--- config.mk ---
export PLATFORM = sky130hd
export DESIGN_NAME = coherence_bus_ctrl
export DESIGN_NICKNAME = d
export VERILOG_FILES = /design/src/rtl/coherence_bus_ctrl.sv
export SDC_FILE = /design/constraint.sdc
export NUM_CORES = 1
export LEC_CHECK = 0
export CORE_AREA = 2 2 145 147
export DETAILED_ROUTE_END_ITERATION = 8
export DIE_AREA = 0 0 147 149
export PLACE_DENSITY = 0.59
export SYNTH_ARGS = -nofsm -noshare
export SYNTH_HDL_FRONTEND = slang
export SYNTH_SLANG_ARGS = --single-unit
--- constraint.sdc ---
create_clock -name CLK -period 2.9 [get_ports CLK]
set_clock_uncertainty 0.15 [all_clocks]
set_input_delay 0.725 -clock CLK [delete_from_list [all_inputs] [get_ports CLK]]
set_output_delay 0.725 -clock CLK [all_outputs]
set_load 0.05 [all_outputs]
--- src/rtl/coherence_bus_ctrl.sv ---
// Two-cache snooping coherence bus controller: arbitrates writebacks and
// coherence transactions, sequences snoops, cache-to-cache and memory block moves.
module coherence_bus_ctrl #(
  parameter int CPUS = 2
) (
  input  logic                   CLK,
  input  logic                   nRST,
  input  logic [CPUS-1:0]        ccif_dREN,
  input  logic [CPUS-1:0]        ccif_dWEN,
  input  logic [CPUS-1:0][31:0]  ccif_daddr,
  input  logic [CPUS-1:0][31:0]  ccif_dstore,
  input  logic [CPUS-1:0]        ccif_cctrans,
  input  logic [CPUS-1:0]        ccif_ccwrite,
  input  logic [CPUS-1:0]        ccif_halt,
  input  logic [CPUS-1:0]        ccif_flushed,
  output logic [CPUS-1:0]        ccif_dwait,
  output logic [CPUS-1:0][31:0]  ccif_dload,
  output logic [CPUS-1:0]        ccif_ccwait,
  output logic [CPUS-1:0]        ccif_ccinv,
  output logic [CPUS-1:0][31:0]  ccif_ccsnoopaddr,
  output logic                   dREN,
  output logic                   dWEN,
  output logic [31:0]            daddr,
  output logic [31:0]            dstore,
  input  logic                   dwait,
  input  logic [31:0]            dload
);

  localparam logic [3:0] IDLE  = 4'd0;
  localparam logic [3:0] GRANT = 4'd1;
  localparam logic [3:0] SNOOP = 4'd2;
  localparam logic [3:0] C2C0  = 4'd3;
  localparam logic [3:0] C2C1  = 4'd4;
  localparam logic [3:0] MEM0  = 4'd5;
  localparam logic [3:0] MEM1  = 4'd6;
  localparam logic [3:0] WB0   = 4'd7;
  localparam logic [3:0] WB1   = 4'd8;
  localparam logic [3:0] UPG   = 4'd9;

  logic [3:0]      state, state_nxt;
  logic            ptr;       // round-robin owner: wins ties
  logic            req_q;     // requester R
  logic            snp_q;     // snooper S
  logic [CPUS-1:0] wb_req, cc_req, pend, cand;
  logic            grant_wb, win, xfer_done;

  // Halt is deliberately ignored: a halted core still arbitrates and is snooped.
  logic halt_unused;
  assign halt_unused = ^ccif_halt;

  // A flushed cache has written everything back and must not start traffic.
  assign wb_req = ccif_dWEN & ~ccif_flushed;
  assign cc_req = ccif_cctrans & ~ccif_flushed;
  assign pend   = wb_req | cc_req;

  always_comb begin
    grant_wb = |wb_req;
    cand     = grant_wb ? wb_req : cc_req;
    win      = cand[ptr] ? ptr : ~ptr;
  end

  // NOTE: every variable assigned in an always_comb gets a default at the top,
  // otherwise the untouched paths infer latches.
  always_comb begin
    state_nxt = state;
    xfer_done = 1'b0;
    case (state)
      IDLE:  if (|pend) state_nxt = GRANT;
      GRANT: begin
        if (!(|cand))
          state_nxt = IDLE;
        else if (grant_wb)
          state_nxt = WB0;
        else if (ccif_cctrans[win] & ccif_ccwrite[win] & ~ccif_dREN[win])
          state_nxt = UPG;
        else
          state_nxt = SNOOP;
      end
      SNOOP: begin
        if (ccif_flushed[snp_q])
          state_nxt = MEM0;
        else if (ccif_cctrans[snp_q])
          state_nxt = ccif_ccwrite[snp_q] ? C2C0 : MEM0;
      end
      C2C0:  if (!dwait) state_nxt = C2C1;
      MEM0:  if (!dwait) state_nxt = MEM1;
      WB0:   if (!dwait) state_nxt = WB1;
      C2C1, MEM1, WB1: begin
        if (!dwait) begin
          state_nxt = IDLE;
          xfer_done = 1'b1;
        end
      end
      UPG: begin
        state_nxt = IDLE;
        xfer_done = 1'b1;
      end
      default: state_nxt = IDLE;
    endcase
  end

  // NOTE: sequential state uses non-blocking assignments so every register
  // samples pre-edge values regardless of statement order.
  always_ff @(posedge CLK or negedge nRST) begin
    if (!nRST) begin
      state <= IDLE;
      ptr   <= 1'b0;
      req_q <= 1'b0;
      snp_q <= 1'b0;
    end else begin
      state <= state_nxt;
      if (state == GRANT && (|cand)) begin
        req_q <= win;
        snp_q <= ~win;
      end
      if (xfer_done) ptr <= ~req_q;
    end
  end

  // Outputs are decoded from the registered state, so reset forces the idle
  // values combinationally in the same cycle nRST falls.
  always_comb begin
    ccif_dwait       = '1;
    ccif_dload       = '0;
    ccif_ccwait      = '0;
    ccif_ccinv       = '0;
    ccif_ccsnoopaddr = '0;
    dREN             = 1'b0;
    dWEN             = 1'b0;
    daddr            = '0;
    dstore           = '0;
    case (state)
      SNOOP: begin
        ccif_ccwait[snp_q]      = 1'b1;
        ccif_ccinv[snp_q]       = ccif_ccwrite[req_q];
        ccif_ccsnoopaddr[snp_q] = ccif_daddr[req_q];
      end
      C2C0, C2C1: begin
        // Modified data goes to the requester and to memory in one transfer.
        dWEN                = 1'b1;
        daddr               = ccif_daddr[snp_q];
        dstore              = ccif_dstore[snp_q];
        ccif_dload[req_q]   = ccif_dstore[snp_q];
        ccif_ccwait[snp_q]  = 1'b1;
        ccif_dwait[req_q]   = dwait;
        ccif_dwait[snp_q]   = dwait;
      end
      MEM0, MEM1: begin
        dREN              = 1'b1;
        daddr             = ccif_daddr[req_q];
        ccif_dload[req_q] = dload;
        ccif_dwait[req_q] = dwait;
      end
      WB0, WB1: begin
        dWEN              = 1'b1;
        daddr             = ccif_daddr[req_q];
        dstore            = ccif_dstore[req_q];
        ccif_dwait[req_q] = dwait;
      end
      UPG: begin
        ccif_ccwait[snp_q]      = 1'b1;
        ccif_ccinv[snp_q]       = 1'b1;
        ccif_ccsnoopaddr[snp_q] = ccif_daddr[req_q];
        ccif_dwait[req_q]       = 1'b0;
      end
      default: ;
    endcase
  end

endmodule

---- After elaboration in Yosys (flattened, before gate mapping) ----
Index checks and enable logic that the tools add are counted.
word-level totals
  bits of input ports ..................... 175
  bits in registers ....................... 7
  word-level logic and storage cells ...... 115
operators by class
  bitwise logic cells ..................... 16
  order comparisons ....................... 6
  equality and inequality tests ........... 15
  mux-type cells .......................... 58
  reduce and logical (&&, ||, !) cells .... 16
operator list
  cell                                                                   number
  32-bit 2-to-1 mux                                                      10
  64-bit bitwise AND                                                     3
  32-bit one-hot mux with 2 select lines                                 2
  64-bit one-hot mux with 2 select lines                                 1
  32-bit demux with 1-bit select                                         2
  64-bit 2-to-1 mux                                                      1
  4-bit 2-to-1 mux                                                       10
  4-bit one-hot mux with 7 select lines                                  1
  1-bit 2-to-1 mux                                                       22
  4-bit by 3-bit == test with 1-bit output (second input constant)       4
  2-bit OR reduction                                                     7
  4-bit OR reduction                                                     3
  2-bit != test (second input constant)                                  5
  4-bit by 2-bit == test with 1-bit output (second input constant)       2
  4-bit == test (second input constant)                                  2
  1-bit by 2-bit < comparator with 1-bit output (second input constant)  4
  2-bit bitwise AND                                                      3
  2-bit one-hot mux with 3 select lines                                  1
  6-bit AND reduction                                                    1
  4-bit by 1-bit == test with 1-bit output (second input constant)       1
  4-bit zero test                                                        1
  2-bit 2-to-1 mux                                                       2
  1-bit inverter                                                         4
  2-bit inverter                                                         2
  11 further kinds                                                       17

---- Depth between registers and ports, before layout ----
Gate-level depths: netlist of run 1.
  word-level depth ........................ 15
  mapped depth ............................ 8
  depth with buffers taken out ............ 5

---- Least setup slack after synthesis of run 1 ----
OpenSTA, ideal clock, no wires.
  path kind ............................... reg2out
  start ................................... reg state[0]
  end ..................................... out ccif_dload[14] (netlist name)
  arrival time ............................ 2.034 ns
  stages on the path, launching flop included .. 8
  slack ................................... -0.009 ns
  required time ........................... 2.025 ns
  buffers on the path ..................... 3
  cells stage by stage .................... dfrtp_1 nor2b_1 clkbuf_2 o21ai_1 buf_2 clkbuf_1 o21ai_0 nor2_1
RTL lines
  element                   line  text
  start: declaration        40    logic [3:0] state, state_nxt;
  start signal: assignment  111   state <= state_nxt;
  end: declaration          17    output logic [CPUS-1:0][31:0] ccif_dload,

---- Worst setup path in the final report of run 1 ----
  start ................................... reg state[1]
  end ..................................... out dstore[7]
between the ends
  word-level cells in the longest chain between the ends .. 3
  elaborated cells on any way between the ends .. 7
  classes of those cells .................. 4 x eq/ne; 1 x mux; 2 x reduce/logical
ends and longest elaborated chain
  element                                     line  text
  4-bit == test (tied with other cells)       132   case (state)
  2-bit OR reduction                          132
  32-bit one-hot mux with 2 select lines (*)  132
  end: declaration                            24    output logic [31:0] dstore,
Every way passes the cells marked *; elsewhere a longest branch is shown, timed or not.

==> flow_summary_export.csv, run 1 <==
group,metric,value,unit
min_path,min_path_type,"reg2reg",
place,dp_worst_setup_slack,-0.0364,ns
global_route,grt_pass1_vias,5182,
clock_tree,cts_root_buffer,"clkbuf_16",
worst_setup_path,cpPeakStageDelay,0.40,ns
cells_and_area,final_nets,1044,
worst_setup_path,cp-start-kind,"flop",
floorplan,die_w,147,um
timing,fin_crit,2.92,ns
clock_tree,clock_latency,0.23,ns
yosys,yosys_register_bits,7,
global_route,grt_max_degree,39,
detailed_routing,drt_wl_total,21.5,mm
clock_tree,cts_tree,"built",
timing,rsz0062_at_grt,"yes",
yosys,avgSynthCellArea,6.19,um^2
detailed_routing,viasPerCell,4.64,
timing,slew_violations,0,
global_route,grt_overflow,0,
cells_and_area,final_cells,1143,
clock_tree,clock-sinks,7,
worst_setup_path,crit_family,"compound AO/OA/AOI/OAI gates",
power,p_per_area,1130,mW/mm^2
cells_and_area,drive_gt1_frac,0.446,
place,gp_congestion,0.870,
timing,tightest_slew,0.493,ns
detailed_routing,ant_nets,0,
cells_and_area,area_growth,226,%
power,p_leak,4.21,nW
power,p_comb_frac,0.959,
power,p_clk_frac,0.021,
global_route,grtUsageTotal,0.176,
place,dpl_cell_area,0.00925,mm^2
yosys,ys.flop_type,"dfrtp_1",
power,p_seq_frac,0.021,
timing,slew_headroom,0.672,
detailed_routing,drt_iter0_markers,202,
timing,finalSetupViolCount,21,
place,post-place-cells,1125,
yosys,netlist_area,0.00313,mm^2
worst_setup_path,crit_path_cell_trace,"buf_6 -> nor2_4 -> a22o_1 -> a22oi_2 -> o22ai_2 -> buf_6 -> buf_16 -> a22o_1 -> buf_12",
cells_and_area,multi_input_area,0.00332,mm^2
floorplan,rows,53,
timing,setup_tns,-0.209,ns
yosys,synth_nets,680,
floorplan,pin_count,375,
floorplan,die-area,0.0219,mm^2
power,ir_drop,0.577,mV
timing,setup_ws,-0.0202,ns
detailed_routing,wl_per_cell,18.8,um
yosys,ys_seq_area_frac,0.0560,
detailed_routing,dr.pass1.iters,4,
floorplan,initial_core_util,0.152,
yosys,synthCells,505,
cells_and_area,antenna_cells,0,
timing,fin_crit_sh,1.01,
worst_setup_path,critical_path_required,2.03,ns
yosys,yosysUniqueCellTypes,45,
cells_and_area,final_cell_area,0.0102,mm^2
status,status,"finished with violations",
global_route,antenna_found_initial,0,
clock_tree,clk_pin_slew,0.04,ns
worst_setup_path,setup.worst_path.end_class,"output port",
detailed_routing,drc_errors,0,
cells_and_area,final-seq-area,183,um^2
floorplan,die_h,149,um
yosys,synthArstFlopShare,1.00,
clock_tree,ctsHoldBuffers,0,
yosys,yosys_warnings,0,
timing,hold_viol,0,
global_route,grt_pass1_wl,30.6,mm
power,p_switching,6.15,mW
worst_setup_path,path_max_fanout,8,
timing,clock.fmax,342,MHz
place,io_buffers,372,
detailed_routing,dr_total_vias,5308,
worst_setup_path,worst-path-buf-inv,4,
worst_setup_path,worstSetupPathType,"reg2out",
yosys,synth_edf_count,0,
cells_and_area,nFillCells,1851,
clock_tree,clockBufferDepth,2,
place,dp_hpwl,15.8,mm
clock_tree,cts.htree.levels,1,
worst_setup_path,crit_arrival,2.05,ns
clock_tree,cts_buffers,3,
status,violations,"setup timing",
run,cap_violations,0,
power,p_sw_frac,0.536,
power,p_int,5.33,mW
worst_setup_path,crit_path_top_delay_cell,"dfrtp_2",
floorplan,core_area,0.0206,mm^2
through the flow:
| stage | hold slack (ns) | utilization | power [mW] |
|---|---|---|---|
| finish | 0.475 | 0.496 | 11.5 |
| global route | 0.533 | 0.496 | 11.9 |
| CTS | 0.476 | 0.473 | 11.1 |
| detailed placement | 0.457 | 0.450 | 10.3 |
| global placement | 0.452 | 0.450 | 10.3 |
| floorplan | 0.279 | - | 5.39 |
state kept, by name, indices dropped and copies added, names as in the netlist:
signal  flops
snp_q       1
ptr         1
req_q       1
state       4
cells by family (layout without fill, tap and decap cells):
family                 after synthesis  count (layout)  synth area share
AOI/OAI and AO/OA                  157             157             0.362
buffers and inverters               55             418            0.0817
DFF                                  7               7            0.0560
muxes                               64              64             0.205
and+or+nand+nor                    222             222             0.295
power by group through the flow:
stage	Sequential [mW]	Clock [mW]	Combinational (mW)
3_3_place_gp	0.227	0	10.0
6_report	0.236	0.236	11.0
2_1_floorplan	0.160	0	5.23
4_1_cts	0.228	0.236	10.6
5_1_grt	0.247	0.240	11.4
3_5_place_dp	0.229	0	10.0
worst paths after layout:
| check | start | to | slack (ns) | depth (start not counted) |
|---|---|---|---|---|
| min reg2reg | ptr$_DFFE_PN0P_ | ptr$_DFFE_PN0P_ | 0.47 | 2 |
| min | ptr$_DFFE_PN0P_ | ptr$_DFFE_PN0P_ | 0.47 | 2 |
| max reg2reg | snp_q$_DFFE_PN0P_ | state[1]$_DFFE_PN0P_ | 0.88 | 6 |
| max | state[1]$_DFFE_PN0P_ | dstore[7] | -0.02 | 9 |
| max in group asynchronous | nRST | req_q$_DFFE_PN0P_ | 1.75 | 1 |
| min in group asynchronous | nRST | state[3]$_DFFE_PN0P_ | 0.60 | 1 |
cell type report:
class	count	area share
sequential	7	0.0179
inverter	6	0.00221
clock buffer	4	0.00774
tap	275	0.0338
multi-input combinational	443	0.326
timing repair buffer	408	0.612
what timing repair did:
item,4_1_cts,5_1_grt
setup buffers,9,0
endpoints found under the setup margin,181,188
cloned,5,2
resized for setup,40,131
endpoints found under the hold margin,0,0
pin swaps,36,22
layout by cell type (no fill, tap or decap), types with 4 or more instances in the layout:
| cell type | synthesis | routed |
|---|---|---|
| o21ai_0 | 39 | 27 |
| a22o_4 | 0 | 37 |
| o21ai_1 | 2 | 10 |
| nor2b_1 | 9 | 6 |
| dfrtp_2 | 0 | 6 |
| buf_16 | 0 | 4 |
| nand2_1 | 48 | 48 |
| mux2i_1 | 64 | 64 |
| inv_1 | 6 | 6 |
| buf_4 | 3 | 15 |
| nor2_2 | 1 | 86 |
| buf_12 | 0 | 208 |
| a22o_1 | 65 | 28 |
| a21oi_1 | 23 | 23 |
| clkdlybuf4s50_1 | 0 | 171 |
| clkbuf_16 | 0 | 5 |
| nor2_1 | 140 | 53 |
| buf_6 | 0 | 6 |
| nor3_1 | 4 | 4 |
Yosys cell counts, types with 2 or more instances:
cell / instances / area, um^2
nand2_1: 48 / 180
nor2b_1: 9 / 56.3
o2bb2ai_1: 2 / 17.5
a211o_1: 2 / 17.5
nand3b_1: 2 / 15.0
a21oi_1: 23 / 115
a221oi_1: 2 / 17.5
or3_1: 4 / 25.0
dfrtp_1: 7 / 175
o21ai_1: 2 / 10.0
o22ai_1: 2 / 12.5
a31oi_1: 2 / 12.5
and3b_1: 2 / 17.5
a32oi_1: 2 / 17.5
buf_4: 3 / 22.5
nand2b_1: 3 / 18.8
mux2i_1: 64 / 641
a22o_1: 65 / 569
nor3_1: 4 / 20.0
nor2_1: 140 / 526
a22oi_1: 2 / 15.0
o21a_1: 2 / 15.0
and2_1: 3 / 18.8
o22ai_2: 2 / 25.0
buf_2: 29 / 145
clkbuf_1: 14 / 52.6
buf_1: 2 / 7.51
o21ai_0: 39 / 195
o31ai_1: 2 / 15.0
inv_1: 6 / 22.5
o21bai_1: 2 / 15.0
worst reg2reg max path: stages, from the launching register on:
cell	delay (ns)
dfrtp_2	0.40
buf_12	0.27
nor3_1	0.10
a21oi_1	0.28
a21oi_1	0.17
a2111o_1	0.41
o21ai_0	0.15
layer usage:
metal	up-vias	wire (um)	track usage
li1	2555	-	-
met1	2524	8520	0.212
met2	206	11300	0.330
met3	23	1270	0.0294
met4	0	404	0.0356
met5	-	0	0
No activity file was read; power rests on OpenSTA's default activity.
==> run 2: changes to the inputs <==
--- a/config.mk
+++ b/config.mk
@@ -6,6 +6,7 @@
 export NUM_CORES = 1
 export LEC_CHECK = 0
 export CORE_AREA = 2 2 145 147
+export CTS_CLUSTER_SIZE = 8
 export DETAILED_ROUTE_END_ITERATION = 8
 export DIE_AREA = 0 0 147 149
 export PLACE_DENSITY = 0.59
==> results of run 2 <==
The final DEF is identical to that of run 1; final timing and power are the same.
